**config.mk**
```make
export PLATFORM = sky130hd
export DESIGN_NAME = serial_bit_feeder_flat
export DESIGN_NICKNAME = d
export VERILOG_FILES = /design/src/rtl/serial_pkg.sv /design/src/rtl/serial_bit_feeder_if.sv /design/src/rtl/bit_period_counter.sv /design/src/rtl/serial_bit_feeder.sv /design/src/flat_wrapper.sv
export SDC_FILE = /design/constraint.sdc
export NUM_CORES = 1
export LEC_CHECK = 0
export CORE_AREA = 5 5 62 64
export CTS_CLUSTER_SIZE = 16
export DETAILED_ROUTE_END_ITERATION = 16
export DIE_AREA = 0 0 67 69
export GPL_ROUTABILITY_DRIVEN = 0
export GPL_TIMING_DRIVEN = 1
export PLACE_DENSITY = 0.42
export SKIP_LAST_GASP = 1
export SYNTH_ARGS = -nofsm -noshare
export SYNTH_HDL_FRONTEND = slang
export SYNTH_HIERARCHICAL = 1
export SYNTH_SLANG_ARGS = --single-unit
```
**constraint.sdc**
```tcl
create_clock -name clk -period 1.98 [get_ports clk]
set_clock_uncertainty 0.1 [all_clocks]
set_input_delay 0.396 -clock clk [delete_from_list [all_inputs] [get_ports clk]]
set_output_delay 0.396 -clock clk [all_outputs]
set_load 0.03 [all_outputs]
```
**src/rtl/serial_pkg.sv**
```systemverilog
// serial_pkg: shared state encodings and counter-width helper for the serial bit feeder
package serial_pkg;
  localparam logic ST_IDLE  = 1'b0;
  localparam logic ST_SHIFT = 1'b1;
  function automatic int clog2_min1(input int v);
    return ($clog2(v) < 1) ? 1 : $clog2(v);
  endfunction
endpackage

```
**src/rtl/serial_bit_feeder_if.sv**
```systemverilog
// serial_bit_feeder_if: valid/ready word handshake into the serialiser
interface serial_bit_feeder_if #(parameter int WIDTH = 8);
  logic [WIDTH-1:0] in_data;
  logic             in_valid;
  logic             in_ready;
  modport master (output in_data, output in_valid, input in_ready);
  modport slave  (input in_data, input in_valid, output in_ready);
endinterface

```
**src/rtl/bit_period_counter.sv**
```systemverilog
// bit_period_counter: reload/decrement counter timing how long each bit is held
module bit_period_counter
  import serial_pkg::*;
#(
  parameter int DIV = 1
) (
  input  logic clk,
  input  logic rst,
  input  logic load,
  output logic zero
);
  localparam int W = clog2_min1(DIV);
  logic [W-1:0] cnt_q, cnt_d;
  assign zero = (cnt_q == '0);
  always_comb cnt_d = load ? W'(DIV - 1) : (!zero ? cnt_q - W'(1) : cnt_q);
  always_ff @(posedge clk or negedge rst)
    if (!rst) cnt_q <= '0;
    else      cnt_q <= cnt_d;
endmodule

```
**src/rtl/serial_bit_feeder.sv**
```systemverilog
// serial_bit_feeder: serialises handshaked parallel words onto a single registered bit line
module serial_bit_feeder
  import serial_pkg::*;
#(
  parameter int   WIDTH     = 8,
  parameter int   DIV       = 1,
  parameter bit   MSB_FIRST = 1'b1,
  parameter logic IDLE_BIT  = 1'b0
) (
  input  logic                 clk,
  input  logic                 rst,
  serial_bit_feeder_if.slave   s,
  output logic                 d_out,
  output logic                 bit_valid,
  output logic                 busy,
  output logic                 frame_done
);
  localparam int BW = $clog2(WIDTH);
  logic             state_q, state_d;
  logic [WIDTH-1:0] shreg_q, shreg_d;
  logic [BW-1:0]    bitcnt_q, bitcnt_d;
  logic             d_out_q, d_out_d;
  logic             bit_valid_q, bit_valid_d;
  logic             frame_done_q, frame_done_d;
  logic             div_zero, last, step, accept;
  bit_period_counter #(.DIV(DIV)) u_div (
    .clk  (clk),
    .rst  (rst),
    .load (accept | step),
    .zero (div_zero)
  );
  assign busy       = (state_q == ST_SHIFT);
  assign last       = busy && div_zero && (bitcnt_q == '0);
  assign step       = busy && div_zero && (bitcnt_q != '0);
  assign s.in_ready = (state_q == ST_IDLE) || last;
  assign accept     = s.in_valid && s.in_ready;
  always_comb begin
    state_d      = accept ? ST_SHIFT : (last ? ST_IDLE : state_q);
    shreg_d      = accept ? s.in_data : (step ? (MSB_FIRST ? shreg_q << 1 : shreg_q >> 1) : shreg_q);
    bitcnt_d     = accept ? BW'(WIDTH - 1) : (step ? bitcnt_q - BW'(1) : bitcnt_q);
    d_out_d      = accept ? (MSB_FIRST ? s.in_data[WIDTH-1] : s.in_data[0])
                 : step   ? (MSB_FIRST ? shreg_q[WIDTH-2] : shreg_q[1])
                 : last   ? IDLE_BIT : d_out_q;
    bit_valid_d  = accept || step;
    frame_done_d = last;
  end
  always_ff @(posedge clk or negedge rst)
    if (!rst) begin
      state_q      <= ST_IDLE;
      shreg_q      <= '0;
      bitcnt_q     <= '0;
      d_out_q      <= IDLE_BIT;
      bit_valid_q  <= 1'b0;
      frame_done_q <= 1'b0;
    end else begin
      state_q      <= state_d;
      shreg_q      <= shreg_d;
      bitcnt_q     <= bitcnt_d;
      d_out_q      <= d_out_d;
      bit_valid_q  <= bit_valid_d;
      frame_done_q <= frame_done_d;
    end
  assign d_out      = d_out_q;
  assign bit_valid  = bit_valid_q;
  assign frame_done = frame_done_q;
endmodule

```
**src/flat_wrapper.sv**
```systemverilog
// flat-port wrapper written by rule: the top's interface ports become plain ports
module serial_bit_feeder_flat import serial_pkg::*;
#(
  parameter int   WIDTH     = 8,
  parameter int   DIV       = 1,
  parameter bit   MSB_FIRST = 1'b1,
  parameter logic IDLE_BIT  = 1'b0
)
  (clk, rst, d_out, bit_valid, busy, frame_done, s_in_data, s_in_valid, s_in_ready);
  serial_bit_feeder_if #(.WIDTH(WIDTH)) s_i ();
  input  logic clk;
  input  logic rst;
  output logic d_out;
  output logic bit_valid;
  output logic busy;
  output logic frame_done;
  input wire logic [$bits(s_i.in_data)-1:0] s_in_data;
  input wire logic [$bits(s_i.in_valid)-1:0] s_in_valid;
  output wire logic [$bits(s_i.in_ready)-1:0] s_in_ready;
  assign s_i.in_data = s_in_data;
  assign s_i.in_valid = s_in_valid;
  assign s_in_ready = s_i.in_ready;
  serial_bit_feeder #(.WIDTH(WIDTH), .DIV(DIV), .MSB_FIRST(MSB_FIRST), .IDLE_BIT(IDLE_BIT)) u_core (.clk(clk), .rst(rst), .s(s_i), .d_out(d_out), .bit_valid(bit_valid), .busy(busy), .frame_done(frame_done));
endmodule
```
---- Word-level counts from Yosys, hierarchy flattened ----
Cells that the tools add are included.
storage, ports and cells
  output and inout bits ................... 5
  input port bits ......................... 11
  logic and storage cells ................. 33
  register bits after elaboration ......... 15
operators by class
  bitwise operators ....................... 3
  mux-type cells .......................... 10
  reductions and logical operators ........ 11
  add/subtract/negate cells ............... 2
operator list
  operator                                                            number
  7-bit 2-to-1 mux                                                    2
  1-bit 2-to-1 mux                                                    6
  3-bit 2-to-1 mux                                                    2
  3-bit nonzero test                                                  2
  1-bit logical AND                                                   4
  2-bit nonzero test                                                  2
  3-bit zero test                                                     1
  3-bit by 1-bit subtractor with 3-bit output, second input constant  1
  1-bit logical OR                                                    2
  1-bit NOT                                                           2
  1-bit OR                                                            1
  1-bit subtractor, second input constant                             1

---- Longest topological paths before layout ----
Gate-level depths: netlist (run 1).
  word-level depth ........................ 7
  depth in mapped cells ................... 7
  depth with buffers taken out ............ 6

---- By module ----
The synthesis (run 1) kept the hierarchy.
by module, submodules not included
  module              times used  cells each  area each (um^2)
  serial_bit_feeder   1           72          747.0
  bit_period_counter  1           2           11.3

---- Least setup slack after synthesis (run 1) ----
Ideal clock, no wire load.
  path kind ............................... register to register
  start point ............................. reg u_core.bitcnt_q[0]
  end point ............................... reg u_core.d_out_q (netlist: u_core/d_out)
  stages on the path, launching flop included .. 8
  clock period less this slack ............ 1752 ps
  data required time ...................... 1754 ps
  slack ................................... 228 ps
  arrival ................................. 1526 ps
  buffers on the path ..................... 1
  path through ............................ dfrtp_1 > inv_1 > ha_1 > ha_1 > and2b_1 > buf_6 > a22o_1 > a221o_1
on the way
  cells in the longest elaborated chain, start to end .. 5
  elaborated cells on any way between the ends .. 9
  classes of those cells .................. mux (2); reduce/logical (7)
RTL lines
  element                                                                  line                     RTL
  from (decl)                                                              serial_bit_feeder.sv:21  logic [BW-1:0] bitcnt_q, bitcnt_d;
  from (signal assigned)                                                   serial_bit_feeder.sv:58  bitcnt_q <= bitcnt_d;
  3-bit zero test                                                          serial_bit_feeder.sv:33  assign last = busy && div_zero && (bitcnt_q == '0);
  1-bit logical AND                                                        serial_bit_feeder.sv:33
  1-bit logical OR                                                         serial_bit_feeder.sv:35  assign s.in_ready = (state_q == ST_IDLE) || last;
  1-bit logical AND                                                        serial_bit_feeder.sv:36  assign accept = s.in_valid && s.in_ready;
  3-bit nonzero test (no source line) or 1-bit 2-to-1 mux (tied branches)  -
  to (signal assigned)                                                     serial_bit_feeder.sv:59  d_out_q <= d_out_d;
  to (decl)                                                                serial_bit_feeder.sv:22  logic d_out_q, d_out_d;
Several ways; a longest one is shown, not always the timed one.
A chain may end at the register's enable or synchronous reset.

---- Final worst setup path (run 1) ----
  start point ............................. reg u_core.bitcnt_q[0]
  end point ............................... out s_in_ready
on the way
  cells in the longest elaborated chain, start to end .. 3
RTL lines
  element            line                     RTL
  3-bit zero test    serial_bit_feeder.sv:33
  1-bit logical AND  serial_bit_feeder.sv:33
  1-bit logical OR   serial_bit_feeder.sv:35
  to (decl)          flat_wrapper.sv:19       output wire logic [$bits(s_i.in_ready)-1:0] s_in_ready;
No other way between the ends.

==> results of run 1 <==
## cell usage after synthesis (2+ instances only)
cell type	number
a221o_1	6
nor2_1	8
buf_4	2
ha_1	2
a22oi_1	3
a22o_1	6
dfrtp_1	14
inv_1	8
and2b_1	2
nand2_1	5
clkbuf_1	2
a22o_2	2
## final cells by class
type	instances	area share, %
Timing Repair Buffer	27	22.63
Clock buffer	4	3.400
Multi-Input combinational cell	47	32.94
Sequential cell	14	32.83
Inverter	8	2.814
Tap cell	46	5.393
## what timing repair did
action | CTS | global route
hold endpoints to repair | 0 | 0
pin swaps | 1 | 1
setup endpoints to repair | 1 | 7
buffers inserted | 1 | 0
resized for setup | 7 | 4
## stage by stage
stage               setup WS [ns]  utilization, %
detailed placement       -0.09031           31.40
finish                     0.1042           33.02
CTS                       0.02465           32.75
global placement         -0.04855           31.40
floorplan                  0.2284               -
global route             0.004786           33.02
## registers in the layout (all words and copies together) (netlist names)
signal	cells
u_core/frame_done	1
u_core/bit_valid	1
u_core/shreg_q	7
u_core/busy	1
u_core/d_out	1
u_core/bitcnt_q	3
## worst min-delay path by stage
stage / startpoint / end / slack (ns) / cells after the start
floorplan: rst / u_core/bit_valid / 0.0004 / 0
global placement: u_core/shreg_q[6] / u_core/shreg_q[6] / 0.44 / 1
detailed placement: u_core/shreg_q[2] / u_core/shreg_q[2] / 0.43 / 1
CTS: rst / u_core/shreg_q[0] / 0.32 / 2
global route: rst / u_core/bit_valid / 0.34 / 2
finish: rst / u_core/bit_valid / 0.32 / 2
## power by group
group | total (mW) | switching [mW] | internal (mW)
Combinational | 0.493 | 0.216 | 0.277
Clock | 0.213 | 0.102 | 0.112
Sequential | 0.453 | 0.0673 | 0.385
## worst max-delay path: cells and delay by family, from the launching register on
kind	cells	cell delay, ns
compound gates	1	0.15
fa+ha+maj	2	0.36
buf+inv	3	0.25
flops	1	0.35
## per-layer routing
layer / vias up / routed length [um]
li1: 317 / -
met1: 346 / 923
met2: 12 / 1000
met3: 2 / 73
met4: 0 / 10
met5: - / 0
## cell families (layout without fill, tap and decap cells)
kind of cell | after synthesis | in the layout
fa+ha+maj | 2 | 2
other cells | 1 | 1
flops | 14 | 14
buf+inv | 13 | 39
compound gates | 23 | 23
simple gates | 20 | 20
mux | 1 | 1
==> summary.txt, run 1 <==
SYNTH
-----------------------------------------------------------------------------------------
Share of Yosys cell area claimed by the top area cell type                         46.20%
Mean Syn Cell Area                                                             10.25 um^2
Distinct cells, synth                                                                  26
Netlist Area Pre-Place                                                         758.2 um^2
Synthesized net count                                                                  87
Xor/xnor share of the synthesized area                                                 0%
Compound-gate portion of the synthesized area                                      27.06%
Simple-gate share of the synthesized area                                          13.20%
Proportion of register bits with asynchronous set or reset after synthesis         100.0%
Post-Synth Adder-Cell Area                                                         3.300%
Most instantiated flip-flop cell in the synthesis netlist                         dfrtp_1
Number of enable flip-flop cells after synthesis                                        0
Share of synthesized area occupied by flip-flops and latches                       46.20%
Yosys synthesis warning count                                                           6
Leading area contributor after synthesis                                          dfrtp_1
Share of synthesized area spent on multiplexers                                    1.320%
Synth area leaders                                                           dfrtp_1, a221o_1, a22o_1
Post-synthesis sequential element count                                                14
Largest family of logic cells by synthesized area                            compound AO/OA/AOI/OAI gates
Cell count after synthesis                                                             74

PLACED DESIGN
-----------------------------------------------------------------------------------------
Buffers added on ports                                                                 15
Number of placed instances, taps included                                             141
Placed standard-cell area                                                       1015 um^2
Post-detailed-placement half-perimeter wirelength                                 1443 um

FINISH
-----------------------------------------------------------------------------------------
Fraction of final layout cells with drive strength greater than 1                  27.00%
Sequential standard cell area                                                  350.3 um^2
Non-filler cells in the finished layout                                               146
Area of the multi-input gates                                                  351.6 um^2
Net count of the finished layout                                                      114
Ant diodes                                                                              0
Fill cells                                                                            336
Layout overhead on the synthesized area                                            40.76%
Highest-count cells in the layout ignoring fill and taps                     clkdlybuf4s50_1, dfrtp_1, buf_4
Cell area after layout                                                          1067 um^2

DRT
-----------------------------------------------------------------------------------------
Number of vias per cell                                                             4.637
Routed via count                                                                      677
Remaining number of nets flagged by the antenna check after routing                     0
Number of DRC violations after detailed-routing iteration 0                            17
Total DRC errors in the routed layout                                                   0
Avg WL per Cell                                                                  13.75 um
Count of TritonRoute iterations in the first routing pass                               5
Detailed Route WL                                                                 2007 um

TIMING
-----------------------------------------------------------------------------------------
Tmin final                                                                       1.876 ns
Final number of max-transition violations                                               0
Fmax                                                                           0.5331 GHz
Hold violation count in the final report                                                0
Final period util                                                                  94.74%
Hold slack                                                                      0.3197 ns
Unrepaired setup endpoints after global routing                                     false
Final setup TNS                                                                      0 ns
Endpoints failing setup                                                                 0

POWER
-----------------------------------------------------------------------------------------
Final Power                                                                      1.159 mW
Worst IR drop on VDD                                                            0.4276 mV
Total leakage power                                                             0.5042 nW
Power per standard cell area                                                 1086 nW/um^2

MIN PATH
-----------------------------------------------------------------------------------------
Worst min path class                                                         input pin to asynchronous set/reset pin

GRT
-----------------------------------------------------------------------------------------
Via count of the first global-routing pass                                            725
Overall global routing resource usage                                              9.761%
Met1 Use GR                                                                        13.04%
Number of antenna violations at the first check in global routing                       0
GRT met2 Usage                                                                     15.07%
Global Route met3 Usage                                                            1.948%
Pin count of the biggest net entering global routing                                   16
Most Crowded Layer GR                                                                met2
Wire length of the first global-routing pass                                      3505 um
Sum of overflow across all layers after global routing                                  0

CLOCK TREE
-----------------------------------------------------------------------------------------
Clk sink count                                                                         14
Clk pin slew, worst setup/hold paths                                              0.10 ns
Maximum buffer depth of the clock tree                                                  2
Clock Latency Late Sink                                                           0.28 ns
Hold Buf Count CTS                                                                      0
Clock tree from TritonCTS                                                           built
Library cell used as clock root buffer                                           clkbuf_4
Cts bufs inserted                                                                       3
H-Tree Level Count                                                                      1

SETUP PATH
-----------------------------------------------------------------------------------------
Timing startpoint of the critical path                                       u_core/bitcnt_q[0]
Worst-path cell with the longest stage delay                                      dfrtp_1
Worst Setup Path Type                                                        flip-flop to output pin
Critical R2R Launch                                                          u_core/bitcnt_q[0]
Cell breakdown of the critical path                                          inv_1, ha_2, ha_2, a21boi_2, inv_1, buf_6
Endpoint kind of the worst setup timing path                                   output pin
Data required time of the critical path                                           1.48 ns
Capturing point of the worst reg2reg path                                    u_core/d_out
Critical path startpoint category                                               flip-flop
Reg2reg setup slack                                                               0.17 ns
Data arrival time of the critical path                                            1.38 ns
Max Fanout on Critical Path                                                             2
Setup crit end                                                                 s_in_ready
CP max stage delay                                                                0.35 ns
Register-to-Register Path Depth                                                         7

FLOORPLANNING
-----------------------------------------------------------------------------------------
Area of the core region                                                         3232 um^2
Number of primary I/O pins                                                             16
Number of core rows                                                                    21
Die outline height                                                                  69 um
Die X-Extent                                                                        67 um
Die outline area                                                                4623 um^2
Starting density of the core                                                       23.46%

RUN STATUS
-----------------------------------------------------------------------------------------
Result of the run                                                               completed

JOB
-----------------------------------------------------------------------------------------
Max-cap viol count                                                                      0

Power figures use the tool's default switching activity.
==> inputs of run 2 (changes only) <==
CORE_AREA = 3 3 60 62   (was 5 5 62 64)
DIE_AREA = 0 0 63 65   (was 0 0 67 69)
PLACE_DENSITY = unset   (was 0.42)
==> run 2 against run 1 <==
Non-clock buffer count shrank 5; largest power group unchanged; utilization grew 0.88 points; clock power shrank 2%; via count shrank 9.0%; power grew 1.0%; setup slack lost 0.0046 ns; critical endpoint unchanged.
==> summary.txt, run 2 (synthesized netlist as in run 1, its figures left out) <==
RUN STATUS
----------------------------------------------------------------------------------
Result of the run                                                        completed

SETUP PATH
----------------------------------------------------------------------------------
CP max stage delay                                                         0.37 ns   +0.02 ns
Worst-path cell with the longest stage delay                               dfrtp_1
Endpoint kind of the worst setup timing path                            output pin
Cell type with the highest occurrence count on the critical path              ha_4
Data required time of the critical path                                    1.48 ns   about the same
Max Fanout on Critical Path                                                      5   +3
Cell family contributing the most delay on the critical path            flip-flops
Critical path startpoint category                                        flip-flop
Cell breakdown of the critical path                                   inv_2, ha_4, ha_4, a21boi_2, inv_1, buf_6
Worst Setup Path Type                                                 flip-flop to output pin
Buffers & Inverters on Critical Path                                             3   unchanged
Data arrival time of the critical path                                     1.38 ns   about the same

CLOCK TREE
----------------------------------------------------------------------------------
Cts bufs inserted                                                                3   unchanged
Clk pin slew, worst setup/hold paths                                       0.09 ns   about the same
Hold Buf Count CTS                                                               0   unchanged
Clk sink count                                                                  14   unchanged
Post-CTS Setup Repair Bufs                                                       0   -1
H-Tree Level Count                                                               1   unchanged
Maximum buffer depth of the clock tree                                           2   unchanged
Library cell used as clock root buffer                                    clkbuf_4
Clock tree from TritonCTS                                                    built
Clock Latency Late Sink                                                    0.28 ns   about the same

TIMING
----------------------------------------------------------------------------------
Final setup TNS                                                               0 ns   unchanged
Fmax                                                                    0.5318 GHz   -0.24%
Worst slew margin relative to its limit                                     65.56%
Endpoints failing setup                                                          0   unchanged
Final period util                                                           94.97%   +0.23 points
Hold violation count in the final report                                         0   unchanged
Tightest Pin Transition                                                  0.5166 ns
Final number of max-transition violations                                        0   unchanged
Tmin final                                                                1.880 ns   +0.004605 ns
Unrepaired setup endpoints after global routing                               true
Final worst slack                                                       0.09960 ns   -0.004605 ns

FINISH
----------------------------------------------------------------------------------
Fraction of final layout cells with drive strength greater than 1           23.16%   -3.8 points
Most common cell after layout, fill and taps aside                         dfrtp_1
Net count of the finished layout                                               109   -4.4%
Layout overhead on the synthesized area                                     37.62%
Most flops, register                                                  u_core/shreg_q
Flip-flop count of the largest register, all copies and words added              7   unchanged
Ant diodes                                                                       0   unchanged
Highest-count cells in the layout ignoring fill and taps              dfrtp_1, clkdlybuf4s50_1, nor2_1
Biggest registers after layout                                        u_core/shreg_q: 7 flops, u_core/bitcnt_q: 3 flops

GRT
----------------------------------------------------------------------------------
Pin count of the biggest net entering global routing                            17   +1
Overall global routing resource usage                                       9.188%   -0.57 points
Sum of overflow across all layers after global routing                           0   unchanged
Wire length of the first global-routing pass                               2932 um   -16%
Via count of the first global-routing pass                                     605   -17%
Number of antenna violations at the first check in global routing                0   unchanged

DRT
----------------------------------------------------------------------------------
Count of TritonRoute iterations in the first routing pass                        4   -1
Number of vias per cell                                                      4.432   -4.4%
Avg WL per Cell                                                           13.08 um   -4.9%
Routed via count                                                               616   -9.0%
Remaining number of nets flagged by the antenna check after routing              0   unchanged
Number of DRC violations after detailed-routing iteration 0                     62   +45
Total DRC errors in the routed layout                                            0   unchanged
Detailed Route WL                                                          1818 um   -9.4%

JOB
----------------------------------------------------------------------------------
Max-cap viol count                                                               0   unchanged

PLACED DESIGN
----------------------------------------------------------------------------------
Post-detailed-placement half-perimeter wirelength                          1226 um   -15%
Worst slack at placement                                                -0.1331 ns   -0.04276 ns
Buffers added on ports                                                          15   unchanged

POWER
----------------------------------------------------------------------------------
Total leakage power                                                      0.4774 nW   -5.3%
Reported net switching power                                              392.6 uW   +1.9%
Switching share of power                                                    33.53%   +0.31 points
Fraction of power consumed by combinational cells                            43.5%   +1.0 points
Power per standard cell area                                          1122 nW/um^2   +3.3%
Clk network pwr share                                                        17.8%   -0.6 points
Pint                                                                      778.3 uW   +0.55%
Worst IR drop on VDD                                                     0.2721 mV   -36%
Sequential group share of total power                                        38.7%   -0.4 points

MIN PATH
----------------------------------------------------------------------------------
Worst min path class                                                  input pin to asynchronous set/reset pin

FLOORPLANNING
----------------------------------------------------------------------------------
Die outline height                                                           65 um   -5.8%
Number of primary I/O pins                                                      16   unchanged
Area of the core region                                                  3078 um^2   -4.8%
Number of core rows                                                             20   -4.8%
Die outline area                                                         4095 um^2   -11%
Die X-Extent                                                                 63 um   -6.0%
Starting density of the core                                                24.63%   +1.2 points

## run 2: changes by cell type in the layout (fill, tap and decap cells not counted), sizes merged
| cell | before | now |
|---|---|---|
| buf | 13 | 8 |
| dlygate4sd2 | 0 | 1 |
| clkdlybuf4s50 | 14 | 13 |
## run 2: layout make-up
cell class                      count  area (um^2)
Multi-Input combinational cell     47        369.1
Timing Repair Buffer               22        202.7
Fill cell                         326         2034
Inverter                            8        30.03
Sequential cell                    14        350.3
Tap cell                           44        55.05
Clock buffer                        4        36.28
## run 2: what timing repair did
item | 4_1_cts | 5_1_grt
pin swaps | 0 | 2
resized for setup | 6 | 8
endpoints found under the setup margin | 2 | 1
cloned | 0 | 0
## run 2: layer usage
| metal | global-route usage [%] | share of wire, % | routed length, um | vias to the layer above |
|---|---|---|---|---|
| met2 | 15.02 | 46 | 838 | 16 |
| met5 | 0 | 0 | 0 | - |
| met3 | 4.506 | 6.4 | 117 | 4 |
| met1 | 10.65 | 46 | 840 | 288 |
| met4 | 2.479 | 1.2 | 22 | 0 |
| li1 | - | - | - | 308 |
## run 2: per-stage QoR
step / hold slack [ns] / total power [mW] / utilization, % / instance area (um^2) / cells
floorplan: 0.0004089 / 0.7530 / - / 758.2 / 74
global placement: 0.4265 / 0.9033 / 31.91 / 982.2 / 135
detailed placement: 0.4372 / 0.9170 / 31.91 / 982.2 / 135
CTS: 0.3211 / 1.123 / 32.89 / 1012 / 139
global route: 0.3439 / 1.258 / 33.90 / 1044 / 139
finish: 0.3177 / 1.171 / 33.90 / 1044 / 139
## run 2: path summary, 6_finish.rpt
check / start / endpoint / slack, ns / cells after the start
setup / recovery: u_core/bitcnt_q[0] / s_in_ready / 0.1 / 6
hold / removal: rst / u_core/bitcnt_q[0] / 0.32 / 2
setup reg to reg: u_core/bitcnt_q[1] / u_core/shreg_q[1] / 0.19 / 6
hold reg to reg: u_core/shreg_q[2] / u_core/shreg_q[2] / 0.46 / 1
max in group asynchronous: rst / u_core/d_out / 1.29 / 2
min in group clk: u_core/shreg_q[2] / u_core/shreg_q[2] / 0.46 / 1
## run 2: power groups by stage
stage / registers, mW / clock network (mW) / logic (mW)
finish: 0.454 / 0.208 / 0.509
detailed placement: 0.458 / 0 / 0.459
global placement: 0.453 / 0 / 0.450
global route: 0.465 / 0.235 / 0.558
CTS: 0.453 / 0.215 / 0.455
floorplan: 0.476 / 0 / 0.277
